===== config.mk =====
export PLATFORM = sky130hd
export DESIGN_NAME = mem_bus_master
export DESIGN_NICKNAME = d
export VERILOG_FILES = /design/src/rtl/mem_bus_master.sv
export SDC_FILE = /design/constraint.sdc
export NUM_CORES = 1
export LEC_CHECK = 0
export CELL_PAD_IN_SITES_DETAIL_PLACEMENT = 1
export CELL_PAD_IN_SITES_GLOBAL_PLACEMENT = 1
export CORE_MARGIN = 8
export CORE_UTILIZATION = 35
export DETAILED_ROUTE_END_ITERATION = 12
export GPL_ROUTABILITY_DRIVEN = 0
export GPL_TIMING_DRIVEN = 0
export PLACE_DENSITY_LB_ADDON = 0.1
export RECOVER_POWER = 25
export SYNTH_ARGS = -nofsm -noshare
export SYNTH_HDL_FRONTEND = slang
export SYNTH_SLANG_ARGS = --single-unit

===== constraint.sdc =====
create_clock -name MEM_BUS_MASTER_CLOCK_50 -period 2.7 [get_ports MEM_BUS_MASTER_CLOCK_50]
set_clock_uncertainty 0.2 [all_clocks]
set_input_delay 0.81 -clock MEM_BUS_MASTER_CLOCK_50 [delete_from_list [all_inputs] [get_ports MEM_BUS_MASTER_CLOCK_50]]
set_output_delay 0.81 -clock MEM_BUS_MASTER_CLOCK_50 [all_outputs]
set_load 0.05 [all_outputs]

===== src/rtl/mem_bus_master.sv =====
// ============================================================================
// Module      : mem_bus_master
// Description : Single-word RD/WR bus initiator with four-phase ACK handshake
//               and per-phase timeout abort towards MAIN_MEMORY.
// Revision    : 1.0 - initial release
// ============================================================================
`default_nettype none

module mem_bus_master #(
  parameter int DATAWIDTH_BUS  = 32,
  parameter int TIMEOUT_CYCLES = 15,
  parameter int TIMEOUT_WIDTH  = 4
) (
  input  logic                     MEM_BUS_MASTER_CLOCK_50,
  input  logic                     MEM_BUS_MASTER_RESET_InLow,
  input  logic                     MEM_BUS_MASTER_REQ_In,
  input  logic                     MEM_BUS_MASTER_WE_In,
  input  logic [DATAWIDTH_BUS-1:0] MEM_BUS_MASTER_ADDRESS_InBUS,
  input  logic [DATAWIDTH_BUS-1:0] MEM_BUS_MASTER_WDATA_InBUS,
  output logic                     MEM_BUS_MASTER_BUSY_Out,
  output logic                     MEM_BUS_MASTER_DONE_Out,
  output logic                     MEM_BUS_MASTER_ERR_Out,
  output logic [DATAWIDTH_BUS-1:0] MEM_BUS_MASTER_RDATA_OutBUS,
  output logic [DATAWIDTH_BUS-1:0] MEM_BUS_MASTER_ADDRESS_OutBUS,
  output logic [DATAWIDTH_BUS-1:0] MEM_BUS_MASTER_data_OutBUS,
  output logic                     MEM_BUS_MASTER_RD_Out,
  output logic                     MEM_BUS_MASTER_WR_Out,
  input  logic [DATAWIDTH_BUS-1:0] MEM_BUS_MASTER_data_InBUS,
  input  logic                     MEM_BUS_MASTER_ACK_In
);

  typedef enum logic [1:0] {
    ST_IDLE    = 2'd0,
    ST_ACCESS  = 2'd1,
    ST_RELEASE = 2'd2
  } state_t;

  // The abort edge is the one on which the count would reach TIMEOUT_CYCLES,
  // so the strobe is high for exactly TIMEOUT_CYCLES cycles before ERR.
  localparam logic [TIMEOUT_WIDTH-1:0] c_timeout_last = TIMEOUT_WIDTH'(TIMEOUT_CYCLES - 1);
  localparam logic [TIMEOUT_WIDTH-1:0] c_count_max    = '1;

  state_t                   r_state, w_state_next;
  logic [TIMEOUT_WIDTH-1:0] r_count, w_count_next;
  logic                     r_busy, w_busy_next;
  logic                     r_done, w_done_next;
  logic                     r_err, w_err_next;
  logic                     r_rd, w_rd_next;
  logic                     r_wr, w_wr_next;
  logic [DATAWIDTH_BUS-1:0] r_rdata, w_rdata_next;
  logic [DATAWIDTH_BUS-1:0] r_addr, w_addr_next;
  logic [DATAWIDTH_BUS-1:0] r_wdata, w_wdata_next;
  logic                     w_expire;
  logic [TIMEOUT_WIDTH-1:0] w_count_inc;

  assign w_expire    = (r_count == c_timeout_last);
  assign w_count_inc = (r_count == c_count_max) ? r_count : r_count + TIMEOUT_WIDTH'(1);

  always_ff @(posedge MEM_BUS_MASTER_CLOCK_50 or negedge MEM_BUS_MASTER_RESET_InLow) begin
    if (!MEM_BUS_MASTER_RESET_InLow) begin
      r_state <= ST_IDLE;
      r_count <= '0;
      r_busy  <= 1'b0;
      r_done  <= 1'b0;
      r_err   <= 1'b0;
      r_rd    <= 1'b0;
      r_wr    <= 1'b0;
      r_rdata <= '0;
      r_addr  <= '0;
      r_wdata <= '0;
    end else begin
      r_state <= w_state_next;
      r_count <= w_count_next;
      r_busy  <= w_busy_next;
      r_done  <= w_done_next;
      r_err   <= w_err_next;
      r_rd    <= w_rd_next;
      r_wr    <= w_wr_next;
      r_rdata <= w_rdata_next;
      r_addr  <= w_addr_next;
      r_wdata <= w_wdata_next;
    end
  end

  always_comb begin
    w_state_next = r_state;
    w_count_next = r_count;
    w_busy_next  = r_busy;
    w_done_next  = 1'b0;
    w_err_next   = 1'b0;
    w_rd_next    = r_rd;
    w_wr_next    = r_wr;
    w_rdata_next = r_rdata;
    w_addr_next  = r_addr;
    w_wdata_next = r_wdata;

    case (r_state)
      ST_IDLE: begin
        if (MEM_BUS_MASTER_REQ_In) begin
          w_state_next = ST_ACCESS;
          w_count_next = '0;
          w_busy_next  = 1'b1;
          w_rd_next    = ~MEM_BUS_MASTER_WE_In;
          w_wr_next    = MEM_BUS_MASTER_WE_In;
          w_addr_next  = MEM_BUS_MASTER_ADDRESS_InBUS;
          w_wdata_next = MEM_BUS_MASTER_WDATA_InBUS;
        end
      end
      ST_ACCESS: begin
        // ACK takes priority over an expiring count on the same edge.
        if (MEM_BUS_MASTER_ACK_In) begin
          w_state_next = ST_RELEASE;
          w_count_next = '0;
          w_done_next  = 1'b1;
          w_rd_next    = 1'b0;
          w_wr_next    = 1'b0;
          if (r_rd) begin
            w_rdata_next = MEM_BUS_MASTER_data_InBUS;
          end
        end else if (w_expire) begin
          w_state_next = ST_IDLE;
          w_count_next = '0;
          w_busy_next  = 1'b0;
          w_err_next   = 1'b1;
          w_rd_next    = 1'b0;
          w_wr_next    = 1'b0;
        end else begin
          w_count_next = w_count_inc;
        end
      end
      ST_RELEASE: begin
        if (!MEM_BUS_MASTER_ACK_In) begin
          w_state_next = ST_IDLE;
          w_count_next = '0;
          w_busy_next  = 1'b0;
        end else if (w_expire) begin
          w_state_next = ST_IDLE;
          w_count_next = '0;
          w_busy_next  = 1'b0;
          w_err_next   = 1'b1;
        end else begin
          w_count_next = w_count_inc;
        end
      end
      default: begin
        w_state_next = ST_IDLE;
        w_count_next = '0;
        w_busy_next  = 1'b0;
        w_rd_next    = 1'b0;
        w_wr_next    = 1'b0;
      end
    endcase
  end

  assign MEM_BUS_MASTER_BUSY_Out       = r_busy;
  assign MEM_BUS_MASTER_DONE_Out       = r_done;
  assign MEM_BUS_MASTER_ERR_Out        = r_err;
  assign MEM_BUS_MASTER_RD_Out         = r_rd;
  assign MEM_BUS_MASTER_WR_Out         = r_wr;
  assign MEM_BUS_MASTER_RDATA_OutBUS   = r_rdata;
  assign MEM_BUS_MASTER_ADDRESS_OutBUS = r_addr;
  assign MEM_BUS_MASTER_data_OutBUS    = r_wdata;

endmodule

`default_nettype wire


==> results.py, run 1 <==
metrics = {
    "yosys": {
        "ys_ff_latch": 107,
        "syn-num-nets": 376,
        "yosys_warnings": 0,
        "postSynthAreaPerCell_um2": 16.4,
        "ys_types": 33,
        "seq_area_frac_synth_pct": 60.8,
        "ys_top_cells_by_area": "dfrtp_1 (61%), mux2_2 (17%), mux2_4 (10%)",
        "synth_top_area_share_pct": 60.8,
        "syn_inst": 269,
        "syn-cell-area_mm2": 0.00440,
        "yosys.area.top_type": "dfrtp_1",
        "synth_edf_count": 0,
        "synth_common_cells": "dfrtp_1 (107), mux2_2 (68), mux2_4 (30)",
        "synth_flop_cell": "dfrtp_1",
        "yosysMostFrequentCell": "dfrtp_1",
        "async_reset_ff_share_pct": 100,
    },
    "min_path": {
        "min_path_type": "flop to flop",
        "whs_endpoint": "MEM_BUS_MASTER_data_OutBUS[3]$_DFFE_PN0P_",
        "hold_start": "MEM_BUS_MASTER_data_OutBUS[3]$_DFFE_PN0P_",
        "whs_path_depth": 1,
    },
    "grt": {
        "grt_start_max_net_pins": 68,
        "grt_pass1_vias": 3379,
        "grt_pass1_wl_mm": 19.2,
        "antenna_found_initial": 0,
        "track_usage_pct": 15.3,
        "overflow": 0,
    },
    "placed_design": {
        "dp_cells": 643,
        "hpwl_mm": 9.70,
        "placed_cell_area_mm2": 0.00665,
        "place_ws_ns": 0.0592,
        "io_buffers": 201,
    },
    "layout": {
        "nFillCells": 1253,
        "ff_latch_area_mm2": 0.00268,
        "fin_cells": 658,
        "multi_input_area_mm2": 0.00159,
        "syn2layout_area_growth_pct": 57.5,
        "drive_above_1_share_pct": 27.0,
        "final_cell_area_mm2": 0.00693,
        "final_nets": 589,
        "final_core_util_pct": 55.6,
        "diodes": 0,
    },
    "die": {
        "num_io_pins": 202,
        "fp.dieH_um": 128,
        "core_area_mm2": 0.0125,
        "rows": 41,
        "start_util_pct": 35.3,
        "die-area_mm2": 0.0164,
        "die_x_um": 128,
    },
    "worst_setup_path": {
        "reg2reg_from": "r_state[0]$_DFFE_PN0P_",
        "cp.arrival_ns": 1.61,
        "cp_num_buf_inv": 1,
        "worstPathRequired_ns": 1.69,
        "reg2reg_depth": 6,
        "critPathKind": "flop to primary output",
        "crit_chain": "clkdlybuf4s50_1",
        "r2r_slack_ns": 0.66,
        "crit_family": "buffers and inverters",
        "end_kind": "primary output",
        "critPathLaunchType": "flop",
        "timing.rr.end": "MEM_BUS_MASTER_ADDRESS_OutBUS[17]$_DFFE_PN0P_",
        "crit_fanout": 3,
        "cp_slowest_stage_delay_ns": 0.86,
        "slowest_stage": "clkdlybuf4s50_1",
    },
    "power": {
        "p_int_mw": 5.44,
        "pwr-share-clk_pct": 12.3,
        "power_frac_comb_pct": 60.1,
        "share_seq_of_total_power_pct": 27.6,
        "p_per_area_mw_per_mm2": 1460,
        "leakagePower_nw": 3.00,
        "swShare_pct": 46.1,
        "ir_drop_v": 0.000730,
        "switching_power_mw": 4.66,
        "fin_total_pwr_mw": 10.1,
    },
    "clocking": {
        "insertion_delay_ns": 0.34,
        "clock-root-buffer": "clkbuf_16",
        "path_clk_slew_ns": 0.06,
        "cts_buffers": 9,
        "post_cts_buffers": 0,
        "cts_tree": "built",
        "max-clock-path-buffers": 2,
        "h-tree-depth": 3,
        "cts_resized": 0,
        "cts.sink_count": 107,
        "postCtsHoldBufs": 0,
    },
    "sta": {
        "post-route-period-util_pct": 97.2,
        "tightest_slew_ns": 1.07,
        "rsz0062_at_grt": "false",
        "period_needed_ns": 2.62,
        "relSlewSlack_pct": 28.7,
        "finalHoldViolCount": 0,
        "max_freq_mhz": 381,
        "setup_viol_count_final": 0,
        "slew_viol_final": 0,
        "setup_ws_ns": 0.0751,
    },
    "run": {
        "maxCapViolCount": 0,
    },
    "drt": {
        "wl_per_cell_um": 18.8,
        "dr.pass1.iters": 4,
        "drcViolationCount": 0,
        "num_vias": 3030,
        "ant_nets": 0,
        "wl_mm": 12.3,
        "viasPerCell": 4.60,
        "drtIter0Drc": 62,
    },
    "status": {
        "outcome": "finished, final reports clean",
    },
}
[area by class of cell]
type | count | share of cell area [%]
sequential | 107 | 38.6
timing repair buffer | 202 | 29.4
multi-input combinational | 145 | 22.9
clock buffer | 13 | 3.90
tap | 172 | 3.11
buffer | 11 | 1.61
inverter | 6 | 0.325
clock inverter | 2 | 0.144
[metal layers]
| metal | track usage (%) | up-vias | wire [µm] |
|---|---|---|---|
| met3 | 5.20 | 15 | 979 |
| li1 | - | 1390 | - |
| met5 | 0 | - | 0 |
| met1 | 17.0 | 1509 | 4900 |
| met4 | 6.71 | 0 | 238 |
| met2 | 26.2 | 116 | 6220 |
[per-stage QoR]
step	setup TNS (ns)	hold slack [ns]
floorplan	0	0.309
global placement	-386.82	0.288
detailed placement	0	0.292
CTS	0	0.250
global route	0	0.315
finish	0	0.304
[state kept, by name, summed over array words and instances, names as in the netlist]
signal and count:
MEM_BUS_MASTER_ERR_Out 1, MEM_BUS_MASTER_data_OutBUS 32, MEM_BUS_MASTER_BUSY_Out 1, r_count 4, MEM_BUS_MASTER_WR_Out 1, MEM_BUS_MASTER_ADDRESS_OutBUS 32
r_state 2, MEM_BUS_MASTER_RD_Out 1, MEM_BUS_MASTER_DONE_Out 1, MEM_BUS_MASTER_RDATA_OutBUS 32
[cells in the final DEF (no fill, tap or decap), drive strengths merged]
cell type | Yosys | routed
a21oi | 2 | 2
nand2b | 1 | 1
and3 | 3 | 3
and4b | 1 | 1
a211oi | 2 | 2
nand3 | 2 | 2
mux2 | 98 | 98
inv | 6 | 6
and2 | 2 | 2
clkinv | 0 | 2
o31a | 1 | 1
o32ai | 2 | 2
nand4b | 1 | 1
a211o | 1 | 1
ha | 6 | 6
a21o | 1 | 1
o211ai | 1 | 1
nand2 | 4 | 4
mux2i | 4 | 4
dfrtp | 107 | 107
o22ai | 2 | 2
o31ai | 1 | 1
a41oi | 1 | 1
a22o | 1 | 1
clkdlybuf4s50 | 0 | 200
nand4 | 3 | 3
a31oi | 3 | 3
nor2b | 2 | 2
clkbuf | 0 | 14
buf | 11 | 12
[power groups by stage]
| stage | clock [mW] | sequential (mW) | combinational [mW] |
|---|---|---|---|
| global route | 1.35 | 2.90 | 6.34 |
| detailed placement | 0 | 2.82 | 6.15 |
| global placement | 0 | 2.77 | 6.07 |
| finish | 1.24 | 2.78 | 6.08 |
| CTS | 1.30 | 2.80 | 6.16 |
| floorplan | 0 | 5.41 | 1.42 |
[kinds of logic after synthesis]
family / after synthesis / share of synthesized area, %
AND/OR/NAND/NOR: 19 / 2.82
flip-flops: 107 / 60.8
multiplexers: 102 / 28.5
buffers and inverters: 17 / 3.04
adder cells (fa/ha/maj): 6 / 1.71
AO/OA/AOI/OAI: 18 / 3.04
[worst max path at each step]
stage,from,endpoint,slack (ns),depth (start not counted)
2_1_floorplan,MEM_BUS_MASTER_REQ_In,MEM_BUS_MASTER_ADDRESS_OutBUS[0]$_DFFE_PN0P_,0.83,4
3_3_place_gp,MEM_BUS_MASTER_RESET_InLow,MEM_BUS_MASTER_RDATA_OutBUS[19]$_DFFE_PN0P_,-3.62,1
3_5_place_dp,MEM_BUS_MASTER_REQ_In,MEM_BUS_MASTER_ADDRESS_OutBUS[17]$_DFFE_PN0P_,0.06,5
4_1_cts,MEM_BUS_MASTER_RD_Out$_DFFE_PN0P_,MEM_BUS_MASTER_RD_Out,0.02,1
5_1_grt,MEM_BUS_MASTER_RD_Out$_DFFE_PN0P_,MEM_BUS_MASTER_RD_Out,0.006,1
6_report,MEM_BUS_MASTER_RD_Out$_DFFE_PN0P_,MEM_BUS_MASTER_RD_Out,0.08,1
Note: power is estimated with default switching activity, not from simulation.
==> run 2, diff against run 1 <==
--- a/config.mk
+++ b/config.mk
@@ -7,7 +7,6 @@
 export LEC_CHECK = 0
 export CELL_PAD_IN_SITES_DETAIL_PLACEMENT = 1
 export CELL_PAD_IN_SITES_GLOBAL_PLACEMENT = 1
-export CORE_MARGIN = 8
 export CORE_UTILIZATION = 35
 export DETAILED_ROUTE_END_ITERATION = 12
 export GPL_ROUTABILITY_DRIVEN = 0
==> results.py, run 2 (synthesis results as in run 1) <==
metrics = {
    "status": {
        "outcome": "finished, final reports clean",
    },
    "run": {
        "maxCapViolCount": 0,
    },
    "worst_setup_path": {
        "crit_fanout": 3,
        "cp_num_buf_inv": 1,
        "crit_family": "buffers and inverters",
        "crit_chain": "clkdlybuf4s50_1",
        "slowest_stage": "clkdlybuf4s50_1",
        "worstPathRequired_ns": 1.69,
        "end_kind": "primary output",
        "cp_slowest_stage_delay_ns": 0.84,
        "r2r_slack_ns": 0.66,
        "cp.arrival_ns": 1.60,
        "critPathKind": "flop to primary output",
        "critPathLaunchType": "flop",
    },
    "clocking": {
        "path_clk_slew_ns": 0.07,
        "post_cts_buffers": 0,
        "cts_resized": 0,
        "cts_tree": "built",
        "h-tree-depth": 3,
        "clock-root-buffer": "clkbuf_16",
        "cts_buffers": 9,
        "insertion_delay_ns": 0.35,
        "postCtsHoldBufs": 0,
        "max-clock-path-buffers": 2,
        "cts.sink_count": 107,
    },
    "placed_design": {
        "io_buffers": 201,
        "placed_cell_area_mm2": 0.00665,
        "hpwl_mm": 8.68,
    },
    "grt": {
        "grt_pass1_vias": 3285,
        "grt_start_max_net_pins": 57,
        "antenna_found_initial": 0,
        "track_usage_pct": 18.5,
        "grt_pass1_wl_mm": 18.1,
        "overflow": 0,
    },
    "sta": {
        "setup_viol_count_final": 0,
        "max_freq_mhz": 383,
        "post-route-period-util_pct": 96.8,
        "setup_tns_ns": 0,
        "rsz0062_at_grt": "false",
        "finalHoldViolCount": 0,
        "relSlewSlack_pct": 10.5,
        "period_needed_ns": 2.61,
        "slew_viol_final": 0,
        "tightest_slew_ns": 1.34,
    },
    "layout": {
        "final_cell_area_mm2": 0.00694,
        "drive_above_1_share_pct": 26.7,
        "nFillCells": 1238,
        "ff_latch_area_mm2": 0.00268,
        "multi_input_area_mm2": 0.00159,
        "final_nets": 589,
        "final_cell_mix": "clkdlybuf4s50_1 (199), dfrtp_1 (107), mux2_2 (68)",
        "diodes": 0,
        "layout_commonest_cell": "clkdlybuf4s50_1",
        "syn2layout_area_growth_pct": 57.7,
    },
    "power": {
        "pwr-share-clk_pct": 13.1,
        "power_frac_comb_pct": 59.5,
        "share_seq_of_total_power_pct": 27.4,
        "fin_total_pwr_mw": 10.2,
        "leakagePower_nw": 3.01,
        "switching_power_mw": 4.66,
        "ir_drop_v": 0.000623,
        "p_per_area_mw_per_mm2": 1470,
        "p_int_mw": 5.51,
        "swShare_pct": 45.8,
    },
    "drt": {
        "ant_nets": 0,
        "num_vias": 3034,
        "wl_per_cell_um": 17.3,
        "wl_mm": 11.3,
        "drcViolationCount": 0,
        "drtIter0Drc": 78,
        "viasPerCell": 4.64,
        "dr.pass1.iters": 4,
    },
    "die": {
        "start_util_pct": 36.3,
        "fp.dieH_um": 114,
        "die_x_um": 114,
        "num_io_pins": 202,
        "die-area_mm2": 0.0130,
        "core_area_mm2": 0.0121,
        "rows": 40,
    },
    "min_path": {
        "min_path_type": "flop to flop",
    },
}
## run 2: cell count changes in the layout (fill, tap and decap cells not counted), sizes merged
cell           before  now
dlygate4sd3         0    1
clkdlybuf4s50     200  199
bufinv              0    1
clkinv              2    1
## run 2: metal layers
metal,track usage (%),routed length (µm),part of all wire (%)
met3,4.92,801,7.1
met5,0,0,0
met4,9.44,281,2.5
met1,22.1,4510,40
met2,30.8,5720,51
## run 2: area by class of cell
class / instances / area share (%)
flip-flops and latches: 107 / 38.6
repair buffers: 202 / 29.3
multi-input cells: 145 / 22.9
clock buffers: 13 / 3.75
well taps: 168 / 3.03
plain buffers: 11 / 1.60
clock inverters: 2 / 0.505
inverters: 6 / 0.324
## run 2: worst paths after layout
path | cells past startpoint | start | end
min reg2reg | 1 | MEM_BUS_MASTER_data_OutBUS[27]$_DFFE_PN0P_ | MEM_BUS_MASTER_data_OutBUS[27]$_DFFE_PN0P_
min in group asynchronous | 1 | MEM_BUS_MASTER_RESET_InLow | MEM_BUS_MASTER_data_OutBUS[24]$_DFFE_PN0P_
max in group asynchronous | 2 | MEM_BUS_MASTER_RESET_InLow | MEM_BUS_MASTER_RDATA_OutBUS[8]$_DFFE_PN0P_
max | 1 | MEM_BUS_MASTER_RD_Out$_DFFE_PN0P_ | MEM_BUS_MASTER_RD_Out
min | 1 | MEM_BUS_MASTER_data_OutBUS[27]$_DFFE_PN0P_ | MEM_BUS_MASTER_data_OutBUS[27]$_DFFE_PN0P_
max reg2reg | 6 | r_state[0]$_DFFE_PN0P_ | MEM_BUS_MASTER_ADDRESS_OutBUS[5]$_DFFE_PN0P_
## run 2: power by group through the flow
stage                     Combinational, mW  Sequential [mW]  Clock, mW
final                                  6.05             2.78       1.34
after global routing                   6.30             2.89       1.43
after CTS                              6.11             2.80       1.37
after detailed placement               6.10             2.82          0
after global placement                 6.02             2.77          0
after floorplan                        1.42             5.41          0
## run 2: stage by stage
step | hold slack, ns | utilization [%] | setup slack, ns | std cells
global route | 0.319 | 57.3 | 0.0366 | 654
CTS | 0.310 | 57.3 | 0.0624 | 654
finish | 0.306 | 57.3 | 0.0871 | 654
global placement | 0.288 | 54.7 | -3.62 | 638
floorplan | 0.309 | - | 0.832 | 269
detailed placement | 0.293 | 54.9 | 0.0482 | 639
==> run 3, diff against run 2 <==
--- a/config.mk
+++ b/config.mk
@@ -12,7 +12,8 @@
 export GPL_ROUTABILITY_DRIVEN = 0
 export GPL_TIMING_DRIVEN = 0
 export PLACE_DENSITY_LB_ADDON = 0.1
-export RECOVER_POWER = 25
+export RECOVER_POWER = 100
+export SLEW_MARGIN = 10
 export SYNTH_ARGS = -nofsm -noshare
 export SYNTH_HDL_FRONTEND = slang
 export SYNTH_SLANG_ARGS = --single-unit
==> results.py, run 3 (synthesis results as in run 1) <==
metrics = {
    "worst_setup_path": {
        "critPathLaunchType": "flop",
        "worstPathRequired_ns": 1.69,
        "cp_slowest_stage_delay_ns": 0.89,
        "crit_fanout": 3,
        "critPathKind": "flop to primary output",
        "end_kind": "primary output",
        "cp_num_buf_inv": 1,
        "slowest_stage": "dlygate4sd3_1",
        "crit_chain": "dlygate4sd3_1",
        "cp.arrival_ns": 1.61,
        "crit_family": "buffers and inverters",
    },
    "sta": {
        "rsz0062_at_grt": "false",
        "slew_viol_final": 35,
        "post-route-period-util_pct": 96.9,
        "period_needed_ns": 2.62,
        "max_freq_mhz": 382,
        "finalHoldViolCount": 0,
        "setup_tns_ns": 0,
        "relSlewSlack_pct": -9.79,
        "setup_viol_count_final": 0,
        "tightest_slew_ns": 1.65,
        "setup_ws_ns": 0.0842,
    },
    "layout": {
        "diodes": 0,
        "final_nets": 589,
        "final_cell_mix": "dfrtp_1 (107), dlygate4sd3_1 (102), clkdlybuf4s50_1 (98)",
        "syn2layout_area_growth_pct": 53.7,
        "drive_above_1_share_pct": 19.8,
        "final_cell_area_mm2": 0.00676,
        "layout_commonest_cell": "dfrtp_1",
    },
    "drt": {
        "wl_per_cell_um": 17.1,
        "viasPerCell": 4.67,
        "drtIter0Drc": 76,
        "wl_mm": 11.2,
        "dr.pass1.iters": 4,
        "ant_nets": 0,
        "num_vias": 3047,
        "drcViolationCount": 0,
    },
    "clocking": {
        "h-tree-depth": 3,
        "path_clk_slew_ns": 0.07,
        "clock-root-buffer": "clkbuf_16",
        "post_cts_buffers": 0,
        "cts_resized": 0,
        "cts.sink_count": 107,
        "max-clock-path-buffers": 2,
        "cts_buffers": 9,
        "cts_tree": "built",
        "insertion_delay_ns": 0.34,
        "postCtsHoldBufs": 0,
    },
    "placed_design": {
        "hpwl_mm": 8.70,
        "place_ws_ns": 0.0468,
        "io_buffers": 201,
        "placed_cell_area_mm2": 0.00665,
    },
    "power": {
        "leakagePower_nw": 2.91,
        "p_per_area_mw_per_mm2": 1400,
        "ir_drop_v": 0.000572,
    },
    "die": {
        "num_io_pins": 202,
        "start_util_pct": 36.3,
        "die_x_um": 114,
        "core_area_mm2": 0.0121,
        "fp.dieH_um": 114,
        "die-area_mm2": 0.0130,
        "rows": 40,
    },
    "grt": {
        "grt_start_max_net_pins": 74,
        "grt_pass1_wl_mm": 18.0,
        "antenna_found_initial": 0,
        "track_usage_pct": 18.2,
        "overflow": 0,
        "grt_pass1_vias": 3359,
    },
    "run": {
        "maxCapViolCount": 1,
    },
    "status": {
        "outcome": "finished, violations left",
        "violations": "max-capacitance violations, max-slew violations",
    },
    "min_path": {
        "min_path_type": "flop to flop",
    },
}
==> run 3: metrics by stage <==
step	total power, mW	std cells	hold WS, ns	util (%)
finish	9.49	653	0.285	55.8
global route	9.94	653	0.309	55.8
CTS	10.1	653	0.153	57.0
floorplan	6.83	269	0.309	-
detailed placement	8.93	639	0.293	54.9
global placement	8.78	638	0.288	54.7
==> run 3: final timing paths <==
check,endpoint,depth (start not counted),start,slack [ns]
max,MEM_BUS_MASTER_RD_Out,1,MEM_BUS_MASTER_RD_Out$_DFFE_PN0P_,0.08
max in group asynchronous,MEM_BUS_MASTER_RDATA_OutBUS[8]$_DFFE_PN0P_,2,MEM_BUS_MASTER_RESET_InLow,0.42
max reg2reg,MEM_BUS_MASTER_ADDRESS_OutBUS[1]$_DFFE_PN0P_,6,r_state[0]$_DFFE_PN0P_,0.49
min in group asynchronous,MEM_BUS_MASTER_data_OutBUS[26]$_DFFE_PN0P_,1,MEM_BUS_MASTER_RESET_InLow,0.82
min reg2reg,MEM_BUS_MASTER_RDATA_OutBUS[14]$_DFFE_PN0P_,1,MEM_BUS_MASTER_RDATA_OutBUS[14]$_DFFE_PN0P_,0.29
min,MEM_BUS_MASTER_RDATA_OutBUS[14]$_DFFE_PN0P_,1,MEM_BUS_MASTER_RDATA_OutBUS[14]$_DFFE_PN0P_,0.29
==> run 3: metal layers <==
layer | GRT usage, % | part of all wire [%]
met1 | 22.0 | 40
met2 | 30.5 | 51
met3 | 4.71 | 7.2
met4 | 8.83 | 2.3
met5 | 0 | 0
==> run 3: power breakdown <==
group,leakage (nW),switching [mW],internal [mW]
registers,1.29,0.364,2.37
logic,1.49,3.66,1.92
clock network,0.121,0.562,0.613
total,2.91,4.58,4.90
==> run 3: area by class of cell <==
| type | instances | area, µm² |
|---|---|---|
| buffer | 11 | 85.1 |
| clock inverter | 3 | 17.5 |
| fill | 1254 | 5350 |
| multi-input combinational | 145 | 1480 |
| inverter | 6 | 22.5 |
| sequential | 107 | 2680 |
| tap | 168 | 210 |
| clock buffer | 11 | 233 |
| timing repair buffer | 202 | 2040 |
==> run 3: worst register-to-register path: stages (launching register included) <==
cell      delay (ns)
dfrtp_1         0.41
inv_1           0.12
ha_1            0.28
and2_0          0.21
clkbuf_2        0.31
buf_6           0.21
mux2_2          0.35
